--- src/rtl/cic_comb.sv ---
// CIC decimator comb section: N cascaded y = x - x[-M] stages at the low rate, then output truncation.
// Optional feature macro: CIC_COMB_ROUND_EN adds a round-half-up, saturating output register stage.
module cic_comb #(
   parameter int unsigned IN_WIDTH  = 22,
   parameter int unsigned OUT_WIDTH = 16,
   parameter int unsigned N         = 3,
   parameter int unsigned M         = 1
) (
   input  logic                        clk,
   input  logic                        rst,
   input  logic                        clr,
   input  logic signed [IN_WIDTH-1:0]  din,
   input  logic                        din_valid,
   output logic signed [OUT_WIDTH-1:0] dout,
   output logic                        dout_valid
);

   localparam int unsigned SHIFT = IN_WIDTH - OUT_WIDTH;

   typedef logic signed [IN_WIDTH-1:0] sample_t;

   sample_t        y_q   [N];
   sample_t        y_d   [N];
   sample_t        dly_q [N][M];
   sample_t        dly_d [N][M];
   logic [N-1:0]   v_q;
   logic [N-1:0]   v_d;
   sample_t        x_c   [N];
   logic [N-1:0]   xv_c;

   // Stage inputs: stage 0 takes din, later stages take the previous stage register.
   always_comb begin
      x_c[0]  = din;
      xv_c[0] = din_valid;
      for (int unsigned k = 1; k < N; k++) begin
         x_c[k]  = y_q[k-1];
         xv_c[k] = v_q[k-1];
      end
   end

   // Each stage updates only when its input is valid; arithmetic wraps at IN_WIDTH bits.
   always_comb begin
      y_d   = y_q;
      dly_d = dly_q;
      v_d   = xv_c;
      for (int unsigned k = 0; k < N; k++) begin
         if (xv_c[k]) begin
            y_d[k]      = x_c[k] - dly_q[k][M-1];
            dly_d[k][0] = x_c[k];
            for (int unsigned j = 1; j < M; j++) begin
               dly_d[k][j] = dly_q[k][j-1];
            end
         end
      end
      if (rst || clr) begin
         v_d = '0;
         for (int unsigned k = 0; k < N; k++) begin
            y_d[k] = '0;
            for (int unsigned j = 0; j < M; j++) begin
               dly_d[k][j] = '0;
            end
         end
      end
   end

   always_ff @(posedge clk) begin
      y_q   <= y_d;
      dly_q <= dly_d;
      v_q   <= v_d;
   end

`ifdef CIC_COMB_ROUND_EN
   localparam int unsigned EXT_W = IN_WIDTH + 1;
   localparam int unsigned HALF  = 1 << (SHIFT - 1);
   localparam logic [OUT_WIDTH-1:0] SAT_MAX = {1'b0, {(OUT_WIDTH-1){1'b1}}};

   logic [EXT_W-1:0]            ext_c;
   logic                        ovf_c;
   logic                        unused_c;
   logic signed [OUT_WIDTH-1:0] dout_q;
   logic signed [OUT_WIDTH-1:0] dout_d;
   logic                        dout_valid_q;
   logic                        dout_valid_d;

   // Adding a positive half-LSB can only overflow upward; that case saturates to +max.
   always_comb begin
      ext_c        = {y_q[N-1][IN_WIDTH-1], y_q[N-1]} + EXT_W'(HALF);
      ovf_c        = ext_c[IN_WIDTH] ^ ext_c[IN_WIDTH-1];
      unused_c     = ^ext_c[SHIFT-1:0];
      dout_d       = dout_q;
      dout_valid_d = v_q[N-1];
      if (v_q[N-1]) begin
         dout_d = ovf_c ? SAT_MAX : ext_c[IN_WIDTH-1:SHIFT];
      end
      if (rst || clr) begin
         dout_d       = '0;
         dout_valid_d = 1'b0;
      end
   end

   always_ff @(posedge clk) begin
      dout_q       <= dout_d;
      dout_valid_q <= dout_valid_d;
   end

   assign dout       = dout_q;
   assign dout_valid = dout_valid_q;
`else
   logic unused_c;

   // Truncation toward negative infinity: keep the top OUT_WIDTH bits of the last stage register.
   assign dout       = y_q[N-1][IN_WIDTH-1:SHIFT];
   assign dout_valid = v_q[N-1];
   assign unused_c   = ^y_q[N-1][SHIFT-1:0];
`endif

endmodule
--- config.mk ---
export PLATFORM = sky130hd
export DESIGN_NAME = cic_comb
export DESIGN_NICKNAME = d
export VERILOG_FILES = /design/src/rtl/cic_comb.sv
export SDC_FILE = /design/constraint.sdc
export NUM_CORES = 1
export LEC_CHECK = 0
export CAP_MARGIN = 10
export CORE_MARGIN = 3
export CORE_UTILIZATION = 35
export CTS_CLUSTER_DIAMETER = 30
export DETAILED_ROUTE_END_ITERATION = 8
export SKIP_CTS_REPAIR_TIMING = 1
export SLEW_MARGIN = 20
export SYNTH_ARGS = -nofsm -noshare
export SYNTH_HDL_FRONTEND = slang
export SYNTH_SLANG_ARGS = --single-unit
--- constraint.sdc ---
create_clock -name clk -period 3.7 [get_ports clk]
set_input_delay 0.37 -clock clk [delete_from_list [all_inputs] [get_ports clk]]
set_output_delay 0.37 -clock clk [all_outputs]
set_load 0.005 [all_outputs]
# After elaboration in Yosys (flattened, before gate mapping)
# Index checks and enable logic that the tools add are counted.
dict set report word_totals {
  mem_bits_ro 0
  regBits 135
  latchBits 0
  in_bits 26
  ramBits 0
  mem_count 0
}
dict set report classes {
  bitwise 0
  add_sub_neg 3
  shift 0
  order_cmp 0
  n_reduce_logical 1
  div 0
  n_mul 0
  n_eq_ne 0
  n_mux 0
}
# operator n
set op_table {}
lappend op_table {{$sub 22x22->22} 3}
lappend op_table {{$logic_or 1x1->1} 1}

# Depth between registers and ports, before layout
dict set report depth {
  depth_word 1
  mapped_depth 11
  ltp_nobuf 11
}

# Worst setup path before layout
# OpenSTA, ideal clock, no wires.
dict set report synth_path {
  path_kind {reg-to-reg}
  from {register y_q, in the netlist x_c[22]}
  to {register y_q, in the netlist x_c[14]}
  setup_time_ps 116
  required_ps 3584
  n_path_buf 0
  t_arrival_ps 2177
  synth_period_minus_slack_ps 2293
  path_slack_ps 1407
  path_stages_with_launch 12
  path_cell_list {dfxtp_1 > inv_1 > ha_1 > inv_1 > fa_1 > a211oi_1 > o21bai_1 > a21oi_1 > o31ai_2 > a21boi_0 > mux2i_1 > a31o_2}
}
dict set report synth_between {
  elab_chain_len 1
}
# item line_no
set synth_lines {}
lappend synth_lines {{start: declaration} 22} ;# sample_t y_q [N];
lappend synth_lines {{start signal: assignment} 67} ;# y_q <= y_d;
lappend synth_lines {{$sub 22x22->22} 48} ;# y_d[k] = x_c[k] - dly_q[k][M-1];
# No other way between the ends.
# A chain may end at the register's enable or synchronous reset.

# Worst setup path after layout
dict set report layout_path {
  from {input din[0]}
  to {register y_q, in the netlist x_c[42]}
}
dict set report layout_between {
  elab_chain_len 1
}
# item line_no
set layout_lines {}
lappend layout_lines {{start: declaration} 12} ;# input logic signed [IN_WIDTH-1:0] din,
lappend layout_lines {{$sub 22x22->22} 48}
# No other way between the ends.

==> results.yml <==
sta:
  skew_ns: 0.00763
  max_freq_ghz: 0.392
  fin_setup_tns_ns: 0
  post-route-period-util_pct: 68.9
  finalHoldViolCount: 0
  finalSetupViolations: 0
  final_max_slew_viol_count: 0
  maxSlewHeadroom_pct: 58.1
  period_minus_slack_ns: 2.55
  rsz0062_at_grt: "no"
  whs_ns: 0.457
  worstMarginPinSlew_ns: 0.628
floorplanning:
  die_x_um: 153
  die_area_mm2: 0.0235
  start_util_pct: 35.9
  row_count: 53
  die_height_um: 153
  core_area_mm2: 0.0212
  pin_count: 43
setup_path:
  critPathTopFamily: "compound AO/OA/AOI/OAI gates"
  cp.depth: 12
  r2r_cells: 11
  worstPathRequired_ns: 3.99
  cp_common_cell: "inv_1"
  cp-end-kind: "flip-flop"
  cp_max_fo: 3
  cp_slowest_cell: "clkdlybuf4s50_1"
  criticalPathCategory: "in -> reg"
  max_stage_delay_ns: 0.48
  cp.buffers_inverters: 3
  cp.arrival_ns: 2.84
  worstPathCellList: "clkdlybuf4s50_1 -> inv_1 -> ha_1 -> inv_1 -> fa_1 -> a21o_1 -> a21oi_1 -> o21a_1 -> o21ba_2 -> o311ai_0 -> mux2i_1 -> o221ai_1"
  cp-start-kind: "primary input"
clock_network:
  path_clk_slew_ns: 0.06
  cts_root_buffer: "clkbuf_16"
  clockBufferDepth: 2
  clk_latency_ns: 0.42
  htreeDepth: 4
  cts_tree: "done"
  numCtsBuffers: 17
  cts_sinks: 129
min_path:
  min_path_cells: 2
  hold_class: "reg -> reg"
drt:
  drt_wl_total_mm: 15.7
  drtIter0Drc: 264
  drc: 0
  first_pass_iters: 5
  wl_per_cell_um: 12.9
  vias: 6098
  ant_nets: 0
  viasPerCell: 5.01
global_routing:
  grt_pass1_vias: 5914
  overflow: 0
  gr-usage-all-layers_pct: 14.0
  grt_pass1_wl_mm: 28.2
  antenna_found_initial: 0
  grt_max_degree: 51
cells_and_area:
  area_growth_pct: 17.2
  final.fill_count: 2137
  final_nets: 1018
  antennaDiodeCount: 0
  final_cell_mix: "127 x dfxtp_1, 119 x nor2_1, 84 x mux2i_1"
  drive_gt1_share_pct: 6.16
  fin_cells: 1216
  final_util_pct: 42.1
  mostFrequentLayoutCell: "dfxtp_1"
yosys:
  ys_types: 66
  synth-seq-cells: 129
  synth_edf_count: 0
  syn_inst: 894
  ys.flop_type: "dfxtp_1"
  async_flop_share_pct: 0
  synth_area_mm2: 0.00760
  synth.avg_cell_area_um2: 8.50
  ys_warn_count: 0
  syn_nets: 984
  yosysSeqAreaShare_pct: 34.0
power:
  power.total_w: 0.00379
  ir_drop_v: 0.000312
  p_per_area_mw_per_mm2: 426
  p_leak_nw: 3.52
place:
  dp_cells: 1184
  portBuffers: 42
  dp_hpwl_mm: 11.5
  gp_congestion: 0.839
outcome:
  status: "completed"
run:
  drv_cap: 0
-- worst register-to-register path: cells and delay by family, from the launching register on --
| kind | cells | cell delay, ns |
|---|---|---|
| AOI/OAI and AO/OA | 6 | 1.32 |
| adders and majority gates | 2 | 0.57 |
| buffers and inverters | 2 | 0.11 |
| DFF | 1 | 0.32 |
| muxes | 1 | 0.11 |
-- sequential cells by signal (all words and copies together) (netlist names) --
signal	count
v_q	3
x_c	44
dout	16
dly_q	66
-- logic make-up after synthesis --
family,share of synthesized area (%)
simple gates,16.5
compound gates,18.2
flops,34.0
buf+inv,5.78
mux,11.1
fa+ha+maj,10.7
xor+xnor,3.69
-- power breakdown --
part	internal, W	switching, W	total (W)	leakage, nW
clock network	0.00110	0.000636	0.00173	0.293
logic	0.000278	0.000340	0.000618	2.19
registers	0.00142	0.0000247	0.00144	1.04
total	0.00279	0.00100	0.00379	3.52
-- final cells by class --
type	count	area, µm²	share of cell area, %
Clock buffer	20	457	5.13
Clock inverter	12	158	1.77
Inverter	82	308	3.45
Multi-Input combinational cell	648	4580	51.4
Sequential cell	129	2580	29.0
Tap cell	275	344	3.86
Timing Repair Buffer	50	475	5.34
-- layer usage --
| layer | vias up | track usage, % | share of wire (%) |
|---|---|---|---|
| met3 | 21 | 3.17 | 3.5 |
| met2 | 91 | 21.0 | 41 |
| met1 | 2762 | 19.9 | 54 |
| li1 | 3224 | - | - |
| met4 | 0 | 4.88 | 1.6 |
| met5 | - | 0 | 0 |
-- final timing paths --
path                            startpoint       to  slack, ns
worst min-delay path               dout[5]  dout[5]       0.46
worst min register to register     dout[5]  dout[5]       0.46
worst max register to register     x_c[22]  x_c[14]       1.15
worst max-delay path                din[0]  x_c[42]       1.15
-- cells in the mapped netlist (3+ instances only) --
master | instances | area share [%]
o311ai_0 | 3 | 0.35
nand3b_1 | 5 | 0.49
xnor2_1 | 21 | 2.4
a21boi_0 | 5 | 0.49
a31o_2 | 5 | 0.58
nand2_1 | 40 | 2.0
nor2b_1 | 8 | 0.66
clkbuf_1 | 27 | 1.3
or3_1 | 13 | 1.1
mux2i_1 | 84 | 11
a31oi_1 | 9 | 0.74
nand2b_1 | 6 | 0.49
and4_1 | 4 | 0.46
o211ai_1 | 4 | 0.40
xor2_1 | 11 | 1.3
and2_1 | 3 | 0.25
a32o_1 | 3 | 0.40
and3_1 | 12 | 0.99
a211oi_1 | 11 | 1.1
a21oi_1 | 44 | 2.9
o21bai_1 | 5 | 0.49
nor3_1 | 10 | 0.66
inv_1 | 82 | 4.1
nor2_1 | 120 | 5.9
nand4_1 | 7 | 0.58
o21a_1 | 8 | 0.79
nand3_1 | 27 | 1.8
nand4b_1 | 3 | 0.35
o21ai_0 | 36 | 2.4
o22ai_1 | 8 | 0.66
buf_1 | 8 | 0.40
ha_1 | 62 | 10
a211o_1 | 5 | 0.58
dfxtp_1 | 129 | 34
a21o_1 | 25 | 2.5
-- per-stage QoR --
step	setup slack (ns)	cell area, µm²
2_1_floorplan	1.41	7600
3_3_place_gp	0.788	8300
3_5_place_dp	0.763	8300
4_1_cts	1.13	8910
5_1_grt	0.958	8910
6_report	1.15	8910
Note: power is estimated with default switching activity, not from simulation.
